<file path="src/rtl/rotate_stream_stage.sv">
// ---------------------------------------------------------------------------
// rotate_stream_stage
//
// Streaming wrapper around an external N-bit right-rotate barrel shifter.
// Commands (data, amount, direction) arrive on a valid/ready interface, get
// normalised to a right-rotate amount and registered onto the rotator's
// inputs. The rotator's combinational result is captured one cycle later
// into a small result FIFO that is presented downstream with valid/ready.
//
// Parameters:
//   N      data width (power of two, >= 4)
//   DEPTH  result FIFO entries (>= 2; >= 3 sustains one command per cycle)
//
// Ports:
//   clk, rst               clock (rising edge), synchronous active-high reset
//   in_valid/in_ready      upstream command handshake
//   in_data, in_amt,in_dir command word, rotate amount (MSB ignored), 0=right
//   rot_data, rot_amt      registered operands driven to the rotator
//   rot_f                  rotator result, combinational from rot_data/rot_amt
//   out_valid/out_ready    downstream handshake
//   out_data               FIFO head word
//
// Optional feature (macro ROT_PARITY_EN):
//   out_parity             stored parity of the FIFO head's input word
//   parity_err             sticky flag: a captured result's parity differed
//                          from its input word's parity
// ---------------------------------------------------------------------------
module rotate_stream_stage #(
   parameter  int N     = 8,
   parameter  int DEPTH = 4,
   localparam int N1    = $clog2(N)
) (
   input  logic          clk,
   input  logic          rst,
   input  logic          in_valid,
   output logic          in_ready,
   input  logic [N-1:0]  in_data,
   input  logic [N1:0]   in_amt,
   input  logic          in_dir,
   output logic [N-1:0]  rot_data,
   output logic [N1:0]   rot_amt,
   input  logic [N-1:0]  rot_f,
   output logic          out_valid,
   input  logic          out_ready,
`ifdef ROT_PARITY_EN
   output logic          out_parity,
   output logic          parity_err,
`endif
   output logic [N-1:0]  out_data
);

   localparam int PW = (DEPTH > 1) ? $clog2(DEPTH) : 1;
   localparam int CW = $clog2(DEPTH + 1);

   logic            s1_valid_q, s1_valid_d;
   logic [N-1:0]    rot_data_q, rot_data_d;
   logic [N1-1:0]   rot_amt_q,  rot_amt_d;
   logic [N-1:0]    mem_q [DEPTH];
   logic [N-1:0]    mem_d [DEPTH];
   logic [PW-1:0]   wptr_q, wptr_d;
   logic [PW-1:0]   rptr_q, rptr_d;
   logic [CW-1:0]   count_q, count_d;

`ifdef ROT_PARITY_EN
   logic            s1_par_q, s1_par_d;
   logic            par_mem_q [DEPTH];
   logic            par_mem_d [DEPTH];
   logic            perr_q, perr_d;
`endif

   logic            accept;
   logic            push;
   logic            pop;
   logic [N1-1:0]   amt_mod;
   logic [N1-1:0]   amt_right;
   logic [CW:0]     occupancy;
   logic            unused_amt_msb;

   // The amount MSB only exists so callers can pass N itself; it is dropped.
   assign unused_amt_msb = in_amt[N1];

   // Admission control counts the word still sitting in S1 as already
   // occupying a FIFO slot, because S1 cannot stall and will write it next
   // edge. Only registered state feeds this, so in_ready has no path from
   // out_ready or in_valid; it is also held low throughout the reset cycle.
   always_comb begin
      occupancy = {1'b0, count_q} + {{CW{1'b0}}, s1_valid_q};
      in_ready  = !rst && (occupancy < (CW + 1)'(DEPTH));
   end

   assign accept    = in_valid && in_ready;
   assign push      = s1_valid_q;
   assign out_valid = (count_q != '0);
   assign pop       = out_valid && out_ready;

   // A left rotate by a equals a right rotate by (N - a) mod N. Doing the
   // subtraction in N1 bits gives the mod for free and maps left-0 to 0.
   always_comb begin
      amt_mod   = in_amt[N1-1:0];
      amt_right = in_dir ? ({N1{1'b0}} - amt_mod) : amt_mod;
   end

   // Next-state for S1, FIFO storage, pointers and occupancy. S1 reloads
   // only on accept, so rot_* hold their previous operands when idle.
   // Pointers wrap with an explicit compare so non-power-of-two depths work.
   always_comb begin
      s1_valid_d = accept;
      rot_data_d = rot_data_q;
      rot_amt_d  = rot_amt_q;
      mem_d      = mem_q;
      wptr_d     = wptr_q;
      rptr_d     = rptr_q;
      count_d    = count_q;

      if (accept) begin
         rot_data_d = in_data;
         rot_amt_d  = amt_right;
      end

      if (push) begin
         mem_d[wptr_q] = rot_f;
         wptr_d = (wptr_q == PW'(DEPTH - 1)) ? '0 : wptr_q + 1'b1;
      end

      if (pop) begin
         rptr_d = (rptr_q == PW'(DEPTH - 1)) ? '0 : rptr_q + 1'b1;
      end

      case ({push, pop})
         2'b10:   count_d = count_q + 1'b1;
         2'b01:   count_d = count_q - 1'b1;
         default: count_d = count_q;
      endcase
   end

   // State registers. The storage array is cleared too, so that out_data
   // reads as zero after reset rather than exposing stale words.
   always_ff @(posedge clk) begin
      if (rst) begin
         s1_valid_q <= 1'b0;
         rot_data_q <= '0;
         rot_amt_q  <= '0;
         mem_q      <= '{default: '0};
         wptr_q     <= '0;
         rptr_q     <= '0;
         count_q    <= '0;
      end else begin
         s1_valid_q <= s1_valid_d;
         rot_data_q <= rot_data_d;
         rot_amt_q  <= rot_amt_d;
         mem_q      <= mem_d;
         wptr_q     <= wptr_d;
         rptr_q     <= rptr_d;
         count_q    <= count_d;
      end
   end

   assign rot_data = rot_data_q;
   assign rot_amt  = {1'b0, rot_amt_q};
   assign out_data = mem_q[rptr_q];

`ifdef ROT_PARITY_EN
   // Rotation preserves parity, so the input word's parity travels with the
   // command and is compared against the rotator's output at capture time.
   always_comb begin
      s1_par_d  = s1_par_q;
      par_mem_d = par_mem_q;
      perr_d    = perr_q;
      if (accept) begin
         s1_par_d = ^in_data;
      end
      if (push) begin
         par_mem_d[wptr_q] = s1_par_q;
         if ((^rot_f) != s1_par_q) begin
            perr_d = 1'b1;
         end
      end
   end

   // Parity registers; the error flag is sticky until reset.
   always_ff @(posedge clk) begin
      if (rst) begin
         s1_par_q  <= 1'b0;
         par_mem_q <= '{default: 1'b0};
         perr_q    <= 1'b0;
      end else begin
         s1_par_q  <= s1_par_d;
         par_mem_q <= par_mem_d;
         perr_q    <= perr_d;
      end
   end

   assign out_parity = par_mem_q[rptr_q];
   assign parity_err = perr_q;
`endif

endmodule
</file>
<file path="config.mk">
export PLATFORM = sky130hd
export DESIGN_NAME = rotate_stream_stage
export DESIGN_NICKNAME = d
export VERILOG_FILES = /design/src/rtl/rotate_stream_stage.sv
export SDC_FILE = /design/constraint.sdc
export NUM_CORES = 1
export LEC_CHECK = 0
export CORE_UTILIZATION = 55
export DETAILED_ROUTE_END_ITERATION = 8
export PLACE_DENSITY = 0.94
export SYNTH_ARGS = -nofsm -noshare
export SYNTH_HDL_FRONTEND = slang
export SYNTH_SLANG_ARGS = --single-unit
</file>
<file path="constraint.sdc">
create_clock -name clk -period 2.8 [get_ports clk]
set_input_delay 0.56 -clock clk [delete_from_list [all_inputs] [get_ports clk]]
set_output_delay 0.56 -clock clk [all_outputs]
set_load 0.01 [all_outputs]
</file>
## Word level (Yosys, flattened, before mapping)

Index checks and enable logic that the tools add are counted.

- Word-level logic and storage cells: 43
- Output and inout port bits: 22
- Bits of input ports: 25
- Flip-flop bits (word level): 51

- Muxes and demuxes: 10
- Reduce and logical (&&, ||, !) cells: 7
- $add $sub $neg: 6
- Equality and inequality tests: 4
- Bitwise gates (word level): 2
- $lt $le $gt $ge: 4

Operators by type and width:

| kind | number |
|---|---|
| bitwise mux 32 bit | 1 |
| two-way mux 8 bit | 3 |
| binary-select mux 8 bit (select 2 bit) | 1 |
| demux 8 bit (select 2 bit) | 1 |
| == test 2 bit, second input constant | 3 |
| greater-or-equal comparator 3 bit, second input constant | 2 |
| inverter 2 -> 3 bit | 2 |
| case mux 3 bit (2 select lines) | 1 |
| adder 2 x 1 -> 2 bit, second input constant | 2 |
| adder 3 x 1 -> 4 bit | 1 |
| logical AND 1 bit | 4 |
| less-than comparator 4 x 3 -> 1 bit, second input constant | 1 |
| two-way mux 2 bit | 2 |
| adder 3 x 1 -> 3 bit, second input constant | 1 |
| less-than comparator 3 x 1 -> 1 bit, second input constant | 1 |
| two-way mux 3 bit | 1 |
| nonzero test 3 bit | 1 |
| subtractor 1 x 3 -> 3 bit, first input constant | 1 |
| subtractor 3 x 1 -> 3 bit, second input constant | 1 |
| == test 2 x 1 -> 1 bit, second input constant | 1 |
| nonzero test 2 bit | 1 |
| zero test 1 bit | 1 |

## Logic depth before layout (Yosys ltp)

- Depth after elaboration: 6
- Depth in mapped cells: 8
- Mapped depth without buffers: 8

## Worst setup path after synthesis

OpenSTA, ideal clock, no wires.

- Path type: input-to-reg
- Start point: input port out_ready
- End point: register count_q[2]
- Path buffers: 0
- Stages on the path: 8
- Data arrival time: 1829 ps
- Library setup time: 70 ps
- Required time: 2730 ps
- Path slack: 901 ps
- Path through: o31ai_2 inv_1 ha_1 inv_1 fa_1 xor2_1 or3_1 a21oi_1

- Word-level cells in the longest chain between the ends: 3
- Elaborated cells between the ends (all ways): 5
- Those cells by class: eq/ne (2); mux (1); reduce/logical (2)

RTL lines:

| what | RTL line | source |
|---|---|---|
| start, declared | 44 | `input logic out_ready,` |
| logical AND 1 bit (*) | 94 | `assign pop = out_valid && out_ready;` |
| == test 2 x 1 -> 1 bit / == test 2 bit (equally long branches) | 129 | `case ({push, pop})` |
| case mux 3 bit (2 select lines) / nonzero test 2 bit (equally long branches) | n/a |  |
| end signal, assigned | 154 | `count_q <= count_d;` |
| end, declared | 62 | `logic [CW-1:0] count_q, count_d;` |

Mark *: on every way between the ends. The rest lies on a longest branch, timed or not.
A chain may end at the register's enable or synchronous reset.

## Final worst setup path

- Start point: register rptr_q[0]
- End point: output port out_data[7]

- Word-level cells in the longest chain between the ends: 4

RTL lines:

| what | RTL line | source |
|---|---|---|
| start, declared | 61 | `logic [PW-1:0] rptr_q, rptr_d;` |
| start signal, assigned | 153 | `rptr_q <= rptr_d;` |
| inverter 2 -> 3 bit (not written as such) | 160 | `assign out_data = mem_q[rptr_q];` |
| binary-select mux 8 bit (select 2 bit) | 160 |  |
| two-way mux 8 bit (not written as such) (2 in series) | 160 |  |
| end, declared | 49 | `output logic [N-1:0] out_data` |

Every way passes these cells. The select of a mux whose other input is x is not followed.

==> flow_summary.yaml <==
synth:
  synth_seq_cells: 51
  synthDistinctLibCells: 32
  synth-edff-count: 0
  synth_top_cell_area_share_pct: 43.92
  ys_top_cells_by_area: "dfxtp_1, nand3_1, a21oi_1"
  syn_area_mm2: 0.002325
  synth_top_cell_by_area: "dfxtp_1"
  synth_common_cells: "dfxtp_1, nand3_1, nand2_1, a21oi_1"
  avgSynthCellArea_um2: 9.081
  syn_nets: 289
  ys.warnings.count: 0
  synthFlopType: "dfxtp_1"
  synth-seq-area-share_pct: 43.92
  netlist_instances: 256
  synth.most_common_cell: "dfxtp_1"
  synthArstFlopShare_pct: 0
clock_tree:
  cts_tree: "done"
  clock_latency_ns: 0.32
  ctsResizeCount: 0
  post_cts_hold_buffer_count: 0
  clockBufferDepth: 2
  cts_inserted_buffers: 5
  cts_setup_buffers: 0
  clk_pin_slew_worst_paths_ns: 0.10
  cts_sinks: 51
  h-tree-depth: 2
  cts_root_buf: "clkbuf_8"
global_routing:
  grt_pass1_wl_mm: 8.907
  gr-total-overflow: 0
  grt_start_max_net_pins: 40
  grt_usage_pct: 27.07
  antenna_found_initial: 0
  grt_pass1_vias: 1970
drt:
  drtAntennaViolNets: 0
  finalWirelength_mm: 5.284
  drc: 0
  vias_per_cell: 5.660
  dr_total_vias: 1947
  routedWlPerCell_um: 15.36
  drtIter0Drc: 131
  dr.pass1.iters: 4
pwr:
  internal-power_mw: 1.402
  p_comb_share_pct: 25.0
  p_per_area_mw_per_mm2: 681.1
  power_frac_seq_pct: 43.5
  p_switching_mw: 0.5775
  ir_drop_v: 0.0006088
  power.leakage_nw: 1.020
  swShare_pct: 29.17
  p_clk_share_pct: 31.6
timing:
  hold_viol: 0
  maxSlewViolCount: 0
  worst_hold_slack_ns: 0.4601
  relSlewSlack_pct: 50.27
  setup_tns_ns: 0
  rsz0062_at_grt: "no"
  fin_worst_skew_ns: 0.01329
  post-route-period-util_pct: 94.45
  period_minus_slack_ns: 2.645
  fmax_mhz: 378.1
  setup_viol: 0
  tightest_slew_ns: 0.7426
critical_path:
  start_kind: "flop"
  cp_num_buf_inv: 1
  cp-end-kind: "output pin"
  crit_path_cell_trace: "mux4_2 > clkdlybuf4s50_1"
  crit_type: "flop to output pin"
  crit_family: "flip-flops"
  cpPeakStageDelay_ns: 0.68
  cp_max_fo: 11
  cp.required_ns: 2.24
  slowest_stage: "dfxtp_1"
  cp_data_arrival_time_ns: 2.08
floorplan:
  initial_utilization_pct: 57.70
  core-area_mm2: 0.004029
  die_h_um: 67.02
  rows: 23
  die_area_mm2: 0.004491
  pin_count: 47
  die_w_um: 67.02
place:
  hpwl_mm: 3.544
  portBuffers: 44
  gp_congestion: 0.7598
  dp_cells: 336
layout:
  multi_input_area_mm2: 0.001171
  antenna_cells: 0
  stdcell_count: 344
  layout-drive-gt1-share_pct: 12.93
  regArea_mm2: 0.001021
  fill_cells: 276
  nets: 326
  area_growth_pct: 25.03
run:
  drv_cap: 0
hold_path:
  hp-class: "flop to flop"
status:
  outcome: "finished, final reports clean"
==> worst register-to-register path, cell delays in order (launching register included) <==
cell and delay, ns:
dfxtp_1 0.33, buf_4 0.25, inv_1 0.14, ha_1 0.19, inv_1 0.06, fa_1 0.38
xor2_1 0.18, or3_1 0.31, a21oi_1 0.14
==> flip-flops by register name, indices dropped and copies added, names as in the netlist <==
register	flops
rptr_q	2
wptr_q	2
rot_amt_q	3
push	1
count_q	3
rot_data	8
mem_q	32
==> placed cells by master (no fill, tap or decap) <==
cell type        synthesis  routed
a211oi_2                 1       1
a21oi_1                 36      36
a21oi_2                  2       2
a311oi_2                 1       1
and2_4                   1       1
and2b_1                  1       1
buf_4                    3       5
bufinv_16                0       2
clkbuf_8                 0       5
clkdlybuf4s50_1          0      44
conb_1                   1       1
dfxtp_1                 51      51
fa_1                     1       1
ha_1                     7       7
inv_1                    9       9
inv_8                    0       1
mux2i_1                  3       3
mux4_2                   8       8
nand2_1                 37      37
nand2b_1                 9       9
nand3_1                 41      41
nand3_2                  1       1
nor2_1                   6       6
nor2b_1                  1       1
nor3b_1                  2       2
nor3b_2                  1       1
o21ai_0                  1       1
o21ai_2                  9       9
o31ai_2                  1       1
or3_1                    3       3
xnor2_1                  1       1
xor2_1                   2       2
==> stage by stage <==
stage	total power [mW]	setup slack [ns]	instance area, um^2	utilization [%]
floorplan	1.168	0.9014	2325	-
global placement	1.342	0.3337	2766	68.66
detailed placement	1.363	0.2554	2766	68.66
CTS	1.985	0.1519	2907	72.14
global route	2.068	0.09394	2907	72.14
finish	1.980	0.1553	2907	72.14
==> logic make-up (layout without fill, tap and decap cells) <==
family	after synthesis	count (layout)	synth area share (%)
DFF	51	51	43.92
buffers and inverters	28	66	5.705
adders and majority gates	8	8	4.628
xor gates and xnor gates	3	3	1.130
AOI/OAI and AO/OA	51	51	13.83
and+or+nand+nor	103	103	21.58
muxes	11	11	9.042
other	1	1	0.1613
==> power by group through the flow <==
stage          logic (mW)  registers [mW]  clock network, mW
3_5_place_dp        0.489           0.874                  0
6_report            0.494           0.861              0.625
2_1_floorplan       0.314           0.854                  0
3_3_place_gp        0.470           0.872                  0
5_1_grt             0.541           0.870              0.657
4_1_cts             0.494           0.860              0.630
==> per-layer routing <==
layer	part of all wire, %	up-vias	GRT usage (%)
met5	0	-	0
met4	1.2	0	13.56
met3	6.0	11	8.219
met2	50	70	43.00
met1	43	911	32.69
li1	-	955	-
==> final timing paths <==
check             from     endpoint  slack [ns]  depth (start not counted)
max reg2reg       push   count_q[2]        0.76                          8
min          mem_q[19]    mem_q[19]        0.46                          2
min reg2reg  mem_q[19]    mem_q[19]        0.46                          2
max          rptr_q[0]  out_data[7]        0.16                          2
==> cell type report <==
type / instances / area share (%)
clock inverters: 3 / 2.454
flip-flops and latches: 51 / 35.13
inverters: 9 / 1.162
clock buffers: 5 / 2.368
well taps: 50 / 2.152
repair buffers: 49 / 16.44
multi-input cells: 177 / 40.29
Note: power is estimated with default switching activity, not from simulation.
